### src/rtl/ram_n.sv
// ---------------------------------------------------------------------------
// ram_n -- single-port word RAM with a post-reset hardware clear sequence.
//
// After rst_n is released the block walks every word and writes zero, one
// word per clock.  During that time busy is high, the user port is ignored
// and the read data is forced to zero.  Once every word is clear the block
// enters READY and behaves as a plain write-enable RAM.
//
// Build option:
//   RAM_N_REGOUT_EN  defined   -> read data is registered (1-cycle latency,
//                                 read-before-write on a simultaneous write)
//                    undefined -> read data is combinational from the array
//
// Parameters:
//   WIDTH  data word width in bits (>= 1)
//   DEPTH  number of words, power of two, >= 2
//   AW     derived address width, clog2(DEPTH); not overridable
//
// Ports:
//   clk      in   1      single clock, rising edge
//   rst_n    in   1      synchronous active-low reset
//   in       in   WIDTH  write data
//   address  in   AW     read/write word address
//   load     in   1      write enable, active-high
//   out      out  WIDTH  read data (0 while clearing or in reset)
//   busy     out  1      high while the clear sequence runs
// ---------------------------------------------------------------------------
module ram_n #(
    parameter int WIDTH = 16,
    parameter int DEPTH = 8,
    localparam int AW   = $clog2(DEPTH)
) (
    input  logic             clk,
    input  logic             rst_n,
    input  logic [WIDTH-1:0] in,
    input  logic [AW-1:0]    address,
    input  logic             load,
    output logic [WIDTH-1:0] out,
    output logic             busy
);

    typedef enum logic [0:0] {
        ST_CLEAR = 1'b0,
        ST_READY = 1'b1
    } state_e;

    localparam logic [AW-1:0] LAST_ADDR = AW'(DEPTH - 1);

    state_e            state_q;
    state_e            state_d;
    logic [AW-1:0]     clr_ptr_q;
    logic [AW-1:0]     clr_ptr_d;

    logic [WIDTH-1:0]  mem_q [DEPTH];

    logic              mem_we_s;
    logic [AW-1:0]     mem_waddr_s;
    logic [WIDTH-1:0]  mem_wdata_s;
    logic [WIDTH-1:0]  rd_data_s;

    // State and clear-pointer registers; reset parks the block at the start
    // of the clear sequence so a full DEPTH-cycle sweep follows release.
    always_ff @(posedge clk) begin
        if (!rst_n) begin
            state_q   <= ST_CLEAR;
            clr_ptr_q <= {AW{1'b0}};
        end else begin
            state_q   <= state_d;
            clr_ptr_q <= clr_ptr_d;
        end
    end

    // Next-state logic and write-port steering.  While clearing, the write
    // port belongs to the sweep and the user inputs are ignored entirely.
    always_comb begin
        state_d     = state_q;
        clr_ptr_d   = clr_ptr_q;
        mem_we_s    = 1'b0;
        mem_waddr_s = address;
        mem_wdata_s = in;
        case (state_q)
            ST_CLEAR: begin
                mem_we_s    = 1'b1;
                mem_waddr_s = clr_ptr_q;
                mem_wdata_s = {WIDTH{1'b0}};
                clr_ptr_d   = clr_ptr_q + AW'(1);
                if (clr_ptr_q == LAST_ADDR) begin
                    state_d = ST_READY;
                end else begin
                    state_d = ST_CLEAR;
                end
            end
            ST_READY: begin
                if (load) begin
                    mem_we_s = 1'b1;
                end else begin
                    mem_we_s = 1'b0;
                end
                state_d = ST_READY;
            end
            default: begin
                state_d   = ST_CLEAR;
                clr_ptr_d = {AW{1'b0}};
                mem_we_s  = 1'b0;
            end
        endcase
    end

    // Storage array; no write of any kind happens on an edge with rst_n low,
    // which also drops a user write that coincides with reset.
    always_ff @(posedge clk) begin
        if (rst_n && mem_we_s) begin
            mem_q[mem_waddr_s] <= mem_wdata_s;
        end
    end

    // Raw array read, forced to zero outside READY.
    always_comb begin
        if (state_q == ST_READY) begin
            rd_data_s = mem_q[address];
        end else begin
            rd_data_s = {WIDTH{1'b0}};
        end
    end

`ifdef RAM_N_REGOUT_EN
    logic [WIDTH-1:0] out_q;

    // Registered read: samples the array before any same-edge write lands,
    // so a simultaneous write returns the old word.
    always_ff @(posedge clk) begin
        if (!rst_n) begin
            out_q <= {WIDTH{1'b0}};
        end else if (state_q != ST_READY) begin
            out_q <= {WIDTH{1'b0}};
        end else begin
            out_q <= rd_data_s;
        end
    end

    assign out = out_q;
`else
    // Combinational read: a write becomes visible after its edge.
    assign out = rd_data_s;
`endif

    assign busy = (state_q == ST_CLEAR);

endmodule

### config.mk
export PLATFORM = sky130hd
export DESIGN_NAME = ram_n
export DESIGN_NICKNAME = d
export VERILOG_FILES = /design/src/rtl/ram_n.sv
export SDC_FILE = /design/constraint.sdc
export NUM_CORES = 1
export LEC_CHECK = 0
export ABC_AREA = 1
export CAP_MARGIN = 5
export CORE_ASPECT_RATIO = 2
export CORE_UTILIZATION = 45
export DETAILED_ROUTE_END_ITERATION = 6
export HOLD_SLACK_MARGIN = 0.08
export SYNTH_ARGS = -nofsm -noshare
export SYNTH_HDL_FRONTEND = slang
export SYNTH_SLANG_ARGS = --single-unit
### constraint.sdc
create_clock -name clk -period 2.16 [get_ports clk]
set_input_delay 0.432 -clock clk [delete_from_list [all_inputs] [get_ports clk]]
set_output_delay 0.432 -clock clk [all_outputs]
set_load 0.03 [all_outputs]
=== Word level (Yosys, flattened, before mapping) ===
Memory sizes are Yosys's and may differ from the RTL's.
Index checks and enable logic that the tools add are counted.

* Memories: 1
* Logic and storage cells: 16
* Register bits: 4
* Bits in writable memories: 128

{| class="wikitable"
|+ Memory list
! name !! words !! width !! rd ports !! clocked after memory_dff !! wr ports !! line !! RTL
|-
| mem_q || 8 || 16 || 1 || 0 || 1 || 54 || <nowiki>logic [WIDTH-1:0] mem_q [DEPTH];</nowiki>
|}

* Reductions and logical operators: 1
* Add/sub/neg operators: 1
* Equality and inequality tests: 1
* Bitwise operators: 1
* Mux-type cells: 9

{| class="wikitable"
|+ Operators with widths
! kind !! count
|-
| 2-to-1 mux 16 bit || 2
|-
| 2-to-1 mux 1 bit || 4
|-
| case mux 1 bit (2 select lines) || 2
|-
| adder 3 x 1 -> 3 bit (second input constant) || 1
|-
| == test 3 bit (second input constant) || 1
|-
| 2-to-1 mux 3 bit || 1
|-
| logical AND 1 bit || 1
|-
| inverter 1 bit || 1
|}

=== Longest topological paths before layout ===
* Depth after elaboration: 5
* Gate-level depth with buffers: 8
* Gate-level depth less buffers: 6

=== Worst setup path before layout ===
OpenSTA, ideal clock, no wires.

* Path kind: input -> register
* From: input address[1]
* To: memory mem_q[5][0] (enable)
* Arrival time: 1,602 ps
* Buffers on the path: 1
* Slack: 169 ps
* Stages: 6
* Cells stage by stage: buf_2 -> inv_2 -> nand2_1 -> o21ai_1 -> nand2_1 -> nor2_1

* Cells in the longest elaborated chain, start to end: 1

{| class="wikitable"
|+ RTL lines
! element !! line !! RTL
|-
| from (decl) || 36 || <nowiki>input logic [AW-1:0] address,</nowiki>
|-
| 2-to-1 mux 3 bit || 81 || <nowiki>case (state_q)</nowiki>
|-
| to (decl) || 54 ||
|}

Every way passes these cells.

=== Final worst setup path ===
* From: input address[2]
* To: output out[3]

* Cells in the longest elaborated chain, start to end: 2

{| class="wikitable"
|+ RTL lines
! element !! line !! RTL
|-
| memory (8 x 16 bit) || - ||
|-
| 2-to-1 mux 16 bit || 119 || <nowiki>if (state_q == ST_READY) begin</nowiki>
|-
| to (decl) || 38 || <nowiki>output logic [WIDTH-1:0] out,</nowiki>
|}

Every way passes these cells.

==> reports/qor.tcl <==
set qor(result_of_the_run) {finished with violations}
set qor(violations) {DRC}
set qor(hold_path_startpoint) {clr_ptr_q[0]}
set qor(drtAntennaViolNets) 0
set qor(fin_hold_ws_ps) 493.0
set qor(powerDensity_nw_per_um2) 815.0
set qor(insertedDiodeCount) 0
set qor(final_net_count) 720
set qor(timing.critical_path.from_type) {input pin}
set qor(synth_nets) 658
set qor(fin_skew_ps) 5.051
set qor(worst-r2r-setup-slack_ps) 220
set qor(crit_path_start) {address[2]}
set qor(worst_endpoint_data_arrival_time_ps) 1630
set qor(setup_viol) 0
set qor(gpl_wtd_cong) 0.7501
set qor(timing.final.crit_share) 0.9529
set qor(synthesis.area_um2) 6045
set qor(area.growth.synth_to_final_pct) 19.02
set qor(setup.worst_path.class) {in -> out}
set qor(htreeDepth) 4
set qor(reg2reg_from) {state_q}
set qor(fp.coreArea_um2) 13070
set qor(via_count_of_the_first_global_routing_pass) 4239
set qor(critical_path_peak_fanout) 11
set qor(timing.hold.worst.class) {reg -> reg}
set qor(top_level_ports) 39
set qor(dp_cells) 829
set qor(fmax_mhz) 485.9
set qor(max-vdd-ir-drop_mv) 0.6000
set qor(grt_setup_unrepaired) {no}
set qor(synth_ff_type) {edfxtp_1}
set qor(cellLeakagePower_nw) 3.500
set qor(wirelength_um) 13200
set qor(yosys_warnings) 0
set qor(dr_vias) 4182
set qor(hold_buffers) 0
set qor(finalCriticalPeriod_ps) 2058
set qor(synthesis.instances) 634
set qor(num_rows) 59
set qor(yosysUniqueCellTypes) 18
set qor(die_area_um2) 13930
set qor(timing.max_cap.violations) 0
set qor(drtPass1Iterations) 6
set qor(grt_antenna_before_repair) 0
set qor(synth_seq_cells) 132
set qor(drive_above_1_share) 0.1142
set qor(synth_enable_flop_cells) 128
set qor(timing_hold_violations_final) 0
set qor(synth_async_sr_flop_share) 0
set qor(grt_max_degree) 48
set qor(worstMarginPinSlew_ps) 314.7
set qor(synth.top_cells.by_area) {edfxtp_1 (64%), nand2_1 (15%), inv_1 (9.1%), nand3_1 (5.4%), buf_6 (1.9%)}
set qor(worst_case_clock_buffer_depth) 2
set qor(tritoncts.num_buffers) 17
set qor(dp.final_hpwl_um) 8334
set qor(start_util) 0.4626
set qor(final_util) 0.5506
set qor(netlist.area_leader.share) 0.6359
set qor(crit_end) {out[3]}
set qor(ff2ff_path_depth) 6
set qor(cp_data_required_time_ps) 1730
set qor(clk-insertion-delay-late_ps) 410
set qor(post-route-drc-count) 1
set qor(tritoncts) {built}
set qor(via_per_inst) 4.857
set qor(finalPower_mw) 5.863
set qor(global_route.overflow_total) 0
set qor(reg2reg_to) {mem_q[4][0]}
set qor(seq_area_frac_synth) 0.6491
set qor(routed_wire_length_per_instance_um) 15.33
set qor(most_numerous_cell_in_the_yosys_netlist) {nand2_1}
set qor(wire_length_of_the_first_global_routing_pass_um) 21250
set qor(total_count_of_max_transition_violations_in_the_final_report) 0
set qor(clkSinkCount) 132
set qor(detail_route.iter0.violations) 240
set qor(ys_top_cells_by_count) {nand2_1 (235), inv_1 (147), edfxtp_1 (128), nand3_1 (65), nor2_1 (16)}
set qor(totalNegativeSetupSlack_ps) 0
set qor(dpl-instance-area_um2) 6665
set qor(post_cts_sizing_count) 2
set qor(overall_track_demand_over_capacity_in_global_routing) 0.2051
set qor(fp.dieW_um) 83.95
set qor(finalInstanceArea_um2) 7194
set qor(syn_avg_cell_area_um2) 9.534
set qor(worst_slew_margin_rel) 0.7902
set qor(layout_setup_ws_ps) 101.8
set qor(path_clk_slew_ps) 50
set qor(die_h_um) 165.9
set qor(ctsRootBufferMaster) {clkbuf_16}
set qor(timing.critical_path.to_type) {primary output}
set qor(place.port_buffers) 38
set qor(post_cts_setup_buffers) 0
set qor(place_ws_ps) -53.59
set qor(instances_no_fill) 861
set qor(synth_largest_area_cell) {edfxtp_1}
[flip-flops by register name, summed over array words and instances, names as in the netlist]
register	flops
clr_ptr_q	3
state_q	1
mem_q	128
[placed cells by master (no fill, tap or decap), types with 4 or more instances in the layout]
| cell type | count |
|---|---|
| buf_12 | 6 |
| buf_4 | 40 |
| clkbuf_16 | 17 |
| clkdlybuf4s50_1 | 20 |
| clkinv_2 | 6 |
| dfxtp_1 | 4 |
| edfxtp_1 | 128 |
| inv_1 | 147 |
| nand2_1 | 235 |
| nand3_1 | 65 |
| nor2_1 | 16 |
[power breakdown]
part           switching, mW  internal [mW]  leakage, nW
registers             0.0235           2.88         1.19
clock network           1.01           1.56        0.254
logic                  0.247          0.152         2.06
total                   1.28           4.58         3.50
[how the worst min path moves through the flow]
| stage | endpoint | slack (ps) | cells past startpoint |
|---|---|---|---|
| after CTS | clr_ptr_q[0] | 500 | 2 |
| after detailed placement | clr_ptr_q[0] | 500 | 2 |
| after floorplan | clr_ptr_q[0] | 460 | 2 |
| after global routing | clr_ptr_q[0] | 550 | 2 |
| final | clr_ptr_q[0] | 490 | 2 |
| after global placement | clr_ptr_q[0] | 480 | 2 |
[cells by family (layout without fill, tap and decap cells)]
family	count (synthesis)	count (layout)	synth area share
AO/OA/AOI/OAI	4	4	0.003310
AND/OR/NAND/NOR	319	319	0.2136
adder cells (fa/ha/maj)	2	2	0.004139
buffers and inverters	177	252	0.1298
flip-flops	132	132	0.6491
[layer usage]
layer	share of wire	vias to the layer above	GRT usage
met5	0	-	0
met4	0.026	0	0.08546
met3	0.041	29	0.04324
met2	0.54	96	0.3717
met1	0.39	1994	0.2299
li1	-	2063	-
[area by class of cell]
type,instances,area [um2]
Tap cell,152,190.2
Timing Repair Buffer,69,645.6
Multi-Input combinational cell,325,1336
Clock buffer,20,436.7
Sequential cell,132,3924
Clock inverter,12,90.09
Inverter,151,571.8
Fill cell,1131,5872
[critical path, cell delays in order]
cell and delay [ps]:
clkdlybuf4s50_1 520, nand2_1 100, inv_2 100, buf_12 150, nand2_1 70, nand2_1 90
buf_4 160
Power figures use the tool's default switching activity.
==> RTL change, RTL diff (same settings) <==
`WIDTH`: 16 -> 12.
--- a/src/rtl/ram_n.sv
+++ b/src/rtl/ram_n.sv
@@ -27,5 +27,5 @@
 // ---------------------------------------------------------------------------
 module ram_n #(
-    parameter int WIDTH = 16,
+    parameter int WIDTH = 12,
     parameter int DEPTH = 8,
     localparam int AW   = $clog2(DEPTH)
Ports: changed (resized in and out); port bits go from 39 to 31. The function was not compared with the original's and may differ.
==> RTL change against the original RTL <==
Total power down 31%; wire length down 28%; fmax up 0.90%; worst setup slack better by 0.018 ns; sequential cell count down 32; synthesized area down 25%; non-clock buffer count down 10; core utilization up 1.3 points; worst hold slack worse by 0.0015 ns; final area down 24%; die area down 25%; synthesized cell count down 23%; register-to-register slack better by 0.27 ns; critical path type is now flop to primary output; largest cell class unchanged.
==> RTL change: results <==
[run_status]
status = finished, final reports clean

[critical_path]
r2r_end = mem_q[6][4]
r2r_setup_slack_ns = 0.49
r2r_cells = 5
arrival_ns = 1.61
crit_fanout = 12

[final_layout]
nFillCells = 870
nNetsFinal = 558
reg_top3 = mem_q: 96 flops, clr_ptr_q: 3 flops, state_q: 1 flops
drive_above_1_share_pct = 11.0

[clock_tree]
clk_latency_ns = 0.33
cts_max_level = 3
cts_buffers = 9

[drt]
drt_iter0_drc = 123
routedWlPerCell_microns = 14.1
first_pass_iters = 4

[grt]
grt_max_degree = 31
grt_pass1_vias = 3154
track_usage_pct = 20.7

[power]
p_leak_nw = 2.68
peakVddDrop_uv = 746

[place]
globalplace.congestion = 0.861
place_hpwl_microns = 6610
port-buffer-count = 30
dp_slack_ns = -0.178
place_area_sq_um = 5150

[timing]
slew_headroom_pct = 75.4
fin_hold_ws_ns = 0.491

[synth]
synth.area.top_cells = edfxtp_1, nand2_1, inv_1, nand3_1, dfxtp_1
synth_edf_count = 96
syn_nets = 507
ys_seq_area_share_pct = 65.3
synth_common_cells = nand2_1, inv_1, edfxtp_1
synth_cell_types = 15

[run]
drv_cap = 0
## RTL change: timing repair
item / CTS / global route
cloned: 1 / 0
resized for setup: 5 / 5
endpoints found under the setup margin: 13 / 12
## RTL change: worst max-delay path by stage
stage                     slack (ns)  cells after the start           to       start
after floorplan                 0.25                      6  mem_q[4][0]  address[1]
after global placement         -0.20                      8  mem_q[6][4]  address[1]
after detailed placement       -0.18                      8  mem_q[6][4]  address[1]
after CTS                       0.02                      7       out[5]  address[1]
after global routing            0.02                      8       out[6]  address[0]
final                           0.12                      2         busy     state_q
## RTL change: through the flow
stage          cells  total power [W]
6_report         675          0.00406
5_1_grt          675          0.00422
4_1_cts          675          0.00410
3_5_place_dp     658          0.00255
3_3_place_gp     658          0.00254
2_1_floorplan    487          0.00241
## RTL change: cell type report
cell class | count | share of cell area (%)
tap | 132 | 3.00
sequential | 100 | 54.0
timing repair buffer | 59 | 10.9
multi-input combinational | 253 | 18.9
clock inverter | 7 | 1.21
clock buffer | 9 | 4.10
inverter | 115 | 7.90
## RTL change: routing by layer
layer / track usage [%] / share of wire, % / vias up
met3: 3.09 / 3.7 / 26
met1: 22.3 / 37 / 1415
met5: 0 / 0 / -
met4: 11.5 / 3.6 / 0
li1: - / - / 1591
met2: 37.5 / 56 / 77
## RTL change: cell families after synthesis
family                   synth area share, %
AO/OA/AOI/OAI                          0.441
adder cells (fa/ha/maj)                0.552
buffers and inverters                   11.8
flip-flops                              65.3
AND/OR/NAND/NOR                         21.9
## RTL change: report_power, final
group / internal, W / switching (W)
Clock: 0.000891 / 0.000658
Combinational: 0.000133 / 0.000189
Sequential: 0.00217 / 0.0000175
## RTL change: critical path, stage by stage, from the launching register on
cell,delay (ns)
dfxtp_4,0.38
inv_1,0.18
clkdlybuf4s50_1,0.71
